### src/rtl/control_pkg.sv
// Shared constants for the microprogrammed control unit: sequencing field
// encodings, instruction opcode/funct values and the microstore entry
// states the instruction encoder dispatches to.
package control_pkg;

  localparam int STATE_W = 7;

  // Next-state select field of the control word
  localparam logic [2:0] NS_ENCODE  = 3'b000;
  localparam logic [2:0] NS_FETCH   = 3'b001;
  localparam logic [2:0] NS_LITERAL = 3'b010;
  localparam logic [2:0] NS_INC     = 3'b011;
  localparam logic [2:0] NS_BR_INC  = 3'b100;
  localparam logic [2:0] NS_BR_ENC  = 3'b101;
  localparam logic [2:0] NS_WAIT    = 3'b110;
  localparam logic [2:0] NS_RETURN  = 3'b111;

  // Condition select field of the control word
  localparam logic [1:0] COND_MOC   = 2'b00;
  localparam logic [1:0] COND_ZERO  = 2'b01;
  localparam logic [1:0] COND_NEG   = 2'b10;
  localparam logic [1:0] COND_FALSE = 2'b11;

  // Instruction fields recognised by the encoder
  localparam logic [5:0] OP_RTYPE   = 6'h00;
  localparam logic [5:0] FUNCT_ADDU = 6'h21;
  localparam logic [5:0] OP_ADDIU   = 6'h09;
  localparam logic [5:0] OP_LW      = 6'h23;
  localparam logic [5:0] OP_SW      = 6'h2B;
  localparam logic [5:0] OP_BEQ     = 6'h04;
  localparam logic [5:0] OP_J       = 6'h02;

  // Microstore entry points for each recognised instruction
  localparam logic [STATE_W-1:0] ST_ADDU  = 7'd6;
  localparam logic [STATE_W-1:0] ST_ADDIU = 7'd17;
  localparam logic [STATE_W-1:0] ST_LW    = 7'd31;
  localparam logic [STATE_W-1:0] ST_SW    = 7'd34;
  localparam logic [STATE_W-1:0] ST_BEQ   = 7'd37;
  localparam logic [STATE_W-1:0] ST_J     = 7'd11;
  localparam logic [STATE_W-1:0] ST_SKIP  = 7'd1;

endpackage

### src/rtl/state_encoder.sv
// Instruction dispatch encoder: maps the opcode (and funct for R-type)
// of the instruction register to the microstore entry state. Anything not
// recognised goes to the skip-instruction state.
module state_encoder #(
  parameter int STATE_W = control_pkg::STATE_W
) (
  input  logic [31:0]        ir_i,
  output logic [STATE_W-1:0] encState_o
);
  import control_pkg::*;

  logic [5:0] opcode;
  logic [5:0] funct;
  logic       unusedIrBits;

  assign opcode       = ir_i[31:26];
  assign funct        = ir_i[5:0];
  assign unusedIrBits = ^ir_i[25:6];

  // Opcode lookup; only R-type looks at funct
  always_comb begin
    encState_o = STATE_W'(ST_SKIP);
    case (opcode)
      OP_RTYPE: if (funct == FUNCT_ADDU) encState_o = STATE_W'(ST_ADDU);
      OP_ADDIU: encState_o = STATE_W'(ST_ADDIU);
      OP_LW:    encState_o = STATE_W'(ST_LW);
      OP_SW:    encState_o = STATE_W'(ST_SW);
      OP_BEQ:   encState_o = STATE_W'(ST_BEQ);
      OP_J:     encState_o = STATE_W'(ST_J);
      default:  encState_o = STATE_W'(ST_SKIP);
    endcase
  end

endmodule

### src/rtl/microsequencer.sv
// Next-state engine of the microprogrammed control unit. Holds the control
// state register that addresses the microstore, a one-level subroutine
// return register and a watchdog that bounds memory-wait hold loops.
module microsequencer #(
  parameter int                 STATE_W     = control_pkg::STATE_W,
  parameter logic [STATE_W-1:0] FETCH_STATE = STATE_W'(0),
  parameter logic [STATE_W-1:0] FAULT_STATE = STATE_W'(5),
  parameter int                 WAIT_LIMIT  = 255
) (
  input  logic               clk,
  input  logic               reset,
  input  logic [31:0]        ir,
  input  logic [2:0]         ns_sel,
  input  logic [1:0]         cond_sel,
  input  logic               inv,
  input  logic [STATE_W-1:0] cr_addr,
  input  logic               mcall,
  input  logic               moc,
  input  logic               alu_zero,
  input  logic               alu_neg,
  output logic [STATE_W-1:0] current_state,
  output logic               mem_timeout
);
  import control_pkg::*;

  localparam int CNT_W = (WAIT_LIMIT > 0) ? $clog2(WAIT_LIMIT + 1) : 1;

  logic [STATE_W-1:0] state_q, state_d;
  logic [STATE_W-1:0] retAddr_q, retAddr_d;
  logic [CNT_W-1:0]   waitCnt_q, waitCnt_d;
  logic [STATE_W-1:0] encState;
  logic [STATE_W-1:0] incState;
  logic               condRaw;
  logic               condVal;
  logic               takeLiteral;

  state_encoder #(.STATE_W(STATE_W)) u_encoder (
    .ir_i       (ir),
    .encState_o (encState)
  );

  assign incState      = state_q + STATE_W'(1);
  assign current_state = state_q;

  // Condition mux; the constant-0 leg combined with inv gives "always"
  always_comb begin
    condRaw = 1'b0;
    case (cond_sel)
      COND_MOC:   condRaw = moc;
      COND_ZERO:  condRaw = alu_zero;
      COND_NEG:   condRaw = alu_neg;
      COND_FALSE: condRaw = 1'b0;
      default:    condRaw = 1'b0;
    endcase
    condVal = condRaw ^ inv;
  end

  // Next-state mux, call bookkeeping and the wait watchdog
  always_comb begin
    state_d     = incState;
    retAddr_d   = retAddr_q;
    waitCnt_d   = '0;
    mem_timeout = 1'b0;
    takeLiteral = 1'b0;
    case (ns_sel)
      NS_ENCODE:  state_d = encState;
      NS_FETCH:   state_d = FETCH_STATE;
      NS_LITERAL: begin
        state_d     = cr_addr;
        takeLiteral = 1'b1;
      end
      NS_INC:     state_d = incState;
      NS_BR_INC: begin
        state_d     = condVal ? cr_addr : incState;
        takeLiteral = condVal;
      end
      NS_BR_ENC: begin
        state_d     = condVal ? cr_addr : encState;
        takeLiteral = condVal;
      end
      NS_WAIT: begin
        if (condVal) begin
          state_d = incState;
        end else if (waitCnt_q == CNT_W'(WAIT_LIMIT)) begin
          state_d     = FAULT_STATE;
          mem_timeout = !reset;
        end else begin
          state_d   = state_q;
          waitCnt_d = waitCnt_q + CNT_W'(1);
        end
      end
      NS_RETURN:  state_d = retAddr_q;
      default:    state_d = incState;
    endcase
    if (mcall && takeLiteral) retAddr_d = incState;
  end

  // Registers; reset overrides any select, call or pending timeout
  always_ff @(posedge clk) begin
    if (reset) begin
      state_q   <= FETCH_STATE;
      retAddr_q <= '0;
      waitCnt_q <= '0;
    end else begin
      state_q   <= state_d;
      retAddr_q <= retAddr_d;
      waitCnt_q <= waitCnt_d;
    end
  end

endmodule

### config.mk
export PLATFORM = sky130hd
export DESIGN_NAME = microsequencer
export DESIGN_NICKNAME = d
export VERILOG_FILES = /design/src/rtl/control_pkg.sv /design/src/rtl/state_encoder.sv /design/src/rtl/microsequencer.sv
export SDC_FILE = /design/constraint.sdc
export NUM_CORES = 1
export LEC_CHECK = 0
export BUFFER_PORTS_ARGS = -buffer_cell sky130_fd_sc_hd__buf_2
export CAP_MARGIN = 40
export CORE_ASPECT_RATIO = 1.2
export CORE_MARGIN = 5
export CORE_UTILIZATION = 40
export CTS_CLUSTER_DIAMETER = 80
export DETAILED_ROUTE_END_ITERATION = 16
export PLACE_DENSITY = 0.68
export REMOVE_ABC_BUFFERS = 1
export SLEW_MARGIN = 10
export SYNTH_ARGS = -nofsm -noshare
export SYNTH_HDL_FRONTEND = slang
export SYNTH_SLANG_ARGS = --single-unit
### constraint.sdc
create_clock -name clk -period 2.3 [get_ports clk]
set_clock_uncertainty 0.1 [all_clocks]
set_input_delay 0.23 -clock clk [delete_from_list [all_inputs] [get_ports clk]]
set_output_delay 0.23 -clock clk [all_outputs]
set_load 0.02 [all_outputs]
Word-level counts from Yosys, hierarchy flattened

Cells that the tools add are included.

Add/sub/neg operators: 2
Equal/unequal tests: 18
Mux-type cells: 12
Bitwise operators: 2
Reductions and logical operators: 7

Operator list:

| operator                                                              | number |
|---|---|
| 7-bit one-hot mux with 8 select lines                                 | 1 |
| 6-bit one-hot mux with 6 select lines                                 | 1 |
| 7-bit 2-to-1 mux                                                      | 4 |
| 6-bit equality test, second input constant                            | 3 |
| 3-bit equality test, second input constant                            | 4 |
| 8-bit by 1-bit adder with 8-bit output, second input constant         | 1 |
| 8-bit equality test, second input constant                            | 1 |
| 7-bit by 1-bit adder with 7-bit output, second input constant         | 1 |
| 3-bit by 2-bit equality test with 1-bit output, second input constant | 2 |
| 6-bit by 2-bit equality test with 1-bit output, second input constant | 1 |
| 6-bit by 3-bit equality test with 1-bit output, second input constant | 1 |
| 6-bit by 4-bit equality test with 1-bit output, second input constant | 1 |
| 6-bit logical NOT                                                     | 1 |
| 2-bit equality test, second input constant                            | 2 |
| 1-bit one-hot mux with 4 select lines                                 | 1 |
| 4-bit OR reduction                                                    | 1 |
| 3-bit by 1-bit equality test with 1-bit output, second input constant | 1 |
| 3-bit logical NOT                                                     | 1 |
| 1-bit 2-to-1 mux                                                      | 3 |
| 3-bit 2-to-1 mux                                                      | 1 |
| 3-bit inequality test, second input constant                          | 1 |
| 2-bit by 1-bit equality test with 1-bit output, second input constant | 1 |
| 2-bit logical NOT                                                     | 1 |
| 1-bit one-hot mux with 2 select lines                                 | 1 |
| other kinds (5)                                                       | 5 |

Register bits after elaboration: 22
Input port bits: 51
Output and inout port bits: 8
Logic and storage cells: 44

Depth between registers and ports, before layout

Depth after elaboration: 5
Mapped depth: 8
Gate-level depth less buffers: 7

By module

From an unflattened synthesis, not the netlist that was laid out.

Cell total of the unflattened synthesis: 215
Area, all modules: 1679.1 um2

Modules (own cells, without submodules):

| module         | instances | cells each | area each (um2) | sequential area each (um2) |
|---|---|---|---|---|
| microsequencer | 1         | 192        | 1535.2          | 440.4 |
| state_encoder  | 1         | 23         | 143.9           | 0.0 |

Worst setup path before layout

Ideal clock, no wire load.

Path kind: input to register
From: in ns_sel[0]
To: reg state_q[5] (netlist: current_state[5])
Setup time: 0.120 ns
Arrival time: 1.656 ns
Required time: 2.080 ns
Setup slack: 0.424 ns
Stages on the path: 7
Buffers on the path: 2
Cells stage by stage: buf_6 -> and2_4 -> buf_6 -> o2111a_1 -> or4_4 -> and3_4 -> a211o_1

Longest elaborated chain between the ends: 2
Elaborated cells on any way between the ends: 10
Those cells by class: eq/ne: 8; mux: 1; reduce/logical: 1

Ends and longest elaborated chain:

| element                                                                        | RTL line              | source |
|---|---|---|
| from (decl)                                                                    | microsequencer.sv:13  | `input logic [2:0] ns_sel,` |
| 3-bit equality test (tied with other cells)                                    | microsequencer.sv:65  | `case (ns_sel)` |
| 7-bit one-hot mux with 8 select lines or 3-bit inequality test (tied branches) | n/a                   |  |
| to (signal assigned)                                                           | microsequencer.sv:105 | `state_q <= state_d;` |
| to (decl)                                                                      | microsequencer.sv:28  | `logic [STATE_W-1:0] state_q, state_d;` |

Several ways; a longest one is shown, not always the timed one.
A chain may end at the register's enable or synchronous reset.

Final worst setup path

From: in cond_sel[1]
To: out mem_timeout

Longest elaborated chain between the ends: 5
Elaborated cells on any way between the ends: 8
Those cells by class: eq/ne: 3; mux: 3; bitwise: 1; reduce/logical: 1

Ends and longest elaborated chain:

| element                                     | RTL line             | source |
|---|---|---|
| from (decl)                                 | microsequencer.sv:14 | `input logic [1:0] cond_sel,` |
| 2-bit equality test (tied with other cells) | microsequencer.sv:48 | `case (cond_sel)` |
| 1-bit one-hot mux with 4 select lines (*)   | microsequencer.sv:48 |  |
| 1-bit bitwise XOR (*)                       | microsequencer.sv:55 | `condVal = condRaw ^ inv;` |
| 1-bit 2-to-1 mux (*)                        | microsequencer.sv:82 | `if (condVal) begin` |
| 1-bit 2-to-1 mux (*)                        | microsequencer.sv:65 |  |
| to (decl)                                   | microsequencer.sv:22 | `output logic mem_timeout` |

Mark *: on every way between the ends. The rest lies on a longest branch, timed or not.

==> results_dict.tcl <==
set metrics [dict create \
    status "finished, final reports clean" \
    async_flop_share_pct 0 \
    rsz0062_at_grt "no" \
    synthAdderAreaFrac_pct 1.398 \
    h-tree-depth 1 \
    drc_errors 0 \
    max_freq_mhz 523.6 \
    crit_fanout 5 \
    setup_viol 0 \
    p_per_area_nw_per_um2 452.9 \
    synth_compound_area_share_pct 23.83 \
    yosysWarnings 0 \
    nNetsFinal 303 \
    antenna_found_initial 0 \
    ctsHoldBuffers 0 \
    rows 26 \
    drt_iter0_drc 49 \
    period_needed_ns 1.910 \
    synth-seq-area-share_pct 24.60 \
    synth_cell_types 60 \
    track_usage_pct 14.99 \
    synth_top_family_by_area "simple AND/OR/NAND/NOR gates" \
    dp_hpwl_um 3362 \
    grt_pass1_wl_um 7417 \
    io_buffer_count 38 \
    dr.pass1.iters 4 \
    pin_count 59 \
    clkSinkCount 22 \
    crit_buf_inv 2 \
    ir_drop_uv 309.6 \
    hold_path.class "primary input to flop" \
    die_x_um 71.08 \
    synth_most_common_cell "dfxtp_1" \
    crit_chain "buf_2, mux2i_2, o21ai_4, xnor2_1, nand4b_1, nor2_1, buf_2" \
    die_y_um 83.29 \
    synthMuxAreaShare_pct 5.311 \
    yosys.area_share.xor_xnor_pct 9.644 \
    path_class "primary input to primary output" \
    finalInstanceArea_um2 2038 \
    grt_max_degree 22 \
    worst_path_most_repeated_cell "buf_2" \
    initial_core_util_pct 41.70 \
    syn_inst 217 \
    syn_area_um2 1790 \
    drive_above_1_share_pct 23.69 \
    area_growth_pct 13.84 \
    clockBufferDepth 2 \
    gp_congestion 0.8496 \
    cts_tree "done" \
    synth_area_leaders "dfxtp_1 25%, nor2_1 4.4%, mux2i_1 3.9%" \
    synthTopCellsByCount "22 x dfxtp_1, 21 x nor2_1, 13 x inv_1, 13 x nand3_1" \
    numCtsBuffers 3 \
    start_kind "primary input" \
    synth_top_area_cell "dfxtp_1" \
    cts-resized-gates 0 \
    wl_um 4333 \
    synth_top_area_share_pct 24.60 \
    ys_ff_latch 22 \
    core_area_um2 4294 \
    placed_area_um2 1983 \
    grt.overflow.total 0 \
    path_clk_slew_ns 0.08 \
    cp_slowest_cell "mux2i_2" \
    ant_nets 0 \
    worstPathRequired_ns 1.97 \
    synth_edf_count 0 \
    grt_pass1_vias 1668 \
    hold_viol_final 0 \
    antenna_cells 0 \
    viasPerCell 5.449 \
    synth_ff_type "dfxtp_1" \
    finalSetupTns_ns 0 \
    cp_data_arrival_time_ns 1.58 \
    cts_setup_buffers 0 \
    max_slew_margin_pct 58.93 \
    dieArea_um2 5920 \
    max_cap_violations 0 \
    crit_path_end_kind "primary output" \
    synthSimpleGateAreaFrac_pct 27.04 \
    vias 1662 \
    synth_area_per_cell_um2 8.251 \
    worst_pin_slew_ns 0.6138 \
    cts_root_buffer "clkbuf_8" \
    fin_util_pct 47.47 \
    slew_violations 0 \
    p_leak_uw 0.0008194 \
    clock_latency_ns 0.26 \
    post-route-period-util_pct 83.04 \
    routedWlPerCell_um 14.21 \
    cpLargestDelayFamily "multiplexers" \
    max_stage_delay_ns 0.38 \
]
through the flow:
step	std cells	total power, uW	hold slack (ns)	setup WS (ns)
after global placement	301	655.6	0.3449	0.2328
after CTS	305	931.9	0.2388	0.3701
after global routing	305	970.2	0.2720	0.2280
final	305	923.2	0.2455	0.3902
after detailed placement	301	658.2	0.3512	0.2181
after floorplan	203	559.8	0.1991	0.4812
worst min-delay path, delay by kind of cell:
kind                   cells  cell delay (ns)
AND/OR/NAND/NOR            1             0.07
AO/OA/AOI/OAI              2             0.19
buffers and inverters      1             0.09
per-layer routing:
metal	GRT usage (%)	wire [um]	up-vias
met5	0	0	-
met4	3.761	41	0
met1	18.26	1880	761
li1	-	-	857
met2	26.92	2237	40
met3	2.415	174	4
worst paths after layout:
check,from,to,slack (ns),depth (start not counted)
setup / recovery,cond_sel[1],mem_timeout,0.39,7
hold / removal,cr_addr[6],current_state[6],0.25,4
setup reg to reg,waitCnt_q[0],current_state[5],0.40,7
hold reg to reg,retAddr_q[0],retAddr_q[0],0.36,2
where the power goes:
part	internal, uW	leakage, uW	switching, uW	total (uW)
clock network	152	0.0000288	121	274
registers	393	0.000178	16.0	409
logic	106	0.000612	134	240
total	652	0.000819	271	923
cells by family (layout without fill, tap and decap cells):
logic type | count (synthesis) | in the layout
DFF | 22 | 22
and+or+nand+nor | 88 | 88
xor gates and xnor gates | 16 | 16
AOI/OAI and AO/OA | 53 | 53
buffers and inverters | 27 | 59
muxes | 9 | 9
adders and majority gates | 2 | 2
cell usage in the layout (no fill, tap or decap), types with 2 or more instances in the layout:
master | Yosys | final
clkbuf_8 | 0 | 4
mux2i_1 | 7 | 7
and3_1 | 3 | 3
o21ai_0 | 8 | 8
nand3b_1 | 2 | 2
xor2_1 | 7 | 7
o211ai_1 | 2 | 2
nand2_1 | 11 | 11
buf_4 | 0 | 4
o22a_1 | 3 | 3
nor3_1 | 11 | 11
nor2_1 | 21 | 21
dfxtp_1 | 22 | 22
a211o_1 | 2 | 2
a32oi_1 | 5 | 5
nor3b_1 | 2 | 2
a22oi_1 | 2 | 2
nand3_1 | 13 | 13
o32ai_1 | 4 | 4
nor2b_1 | 8 | 8
a22o_1 | 5 | 5
xnor2_1 | 7 | 7
nand2b_1 | 3 | 3
buf_2 | 1 | 38
inv_1 | 13 | 13
ha_1 | 2 | 2
a21oi_1 | 9 | 9
sequential cells by signal, summed over array words and instances (netlist names):
| name | cells |
|---|---|
| waitCnt_q | 8 |
| current_state | 7 |
| retAddr_q | 7 |
final cells by class:
class / count / area (um2)
fill: 451 / 2256
multi-input combinational: 168 / 1204
sequential: 22 / 440.4
timing repair buffer: 42 / 220.2
tap: 56 / 70.07
clock buffer: 4 / 55.05
inverter: 13 / 48.80
Power figures use the tool's default switching activity.
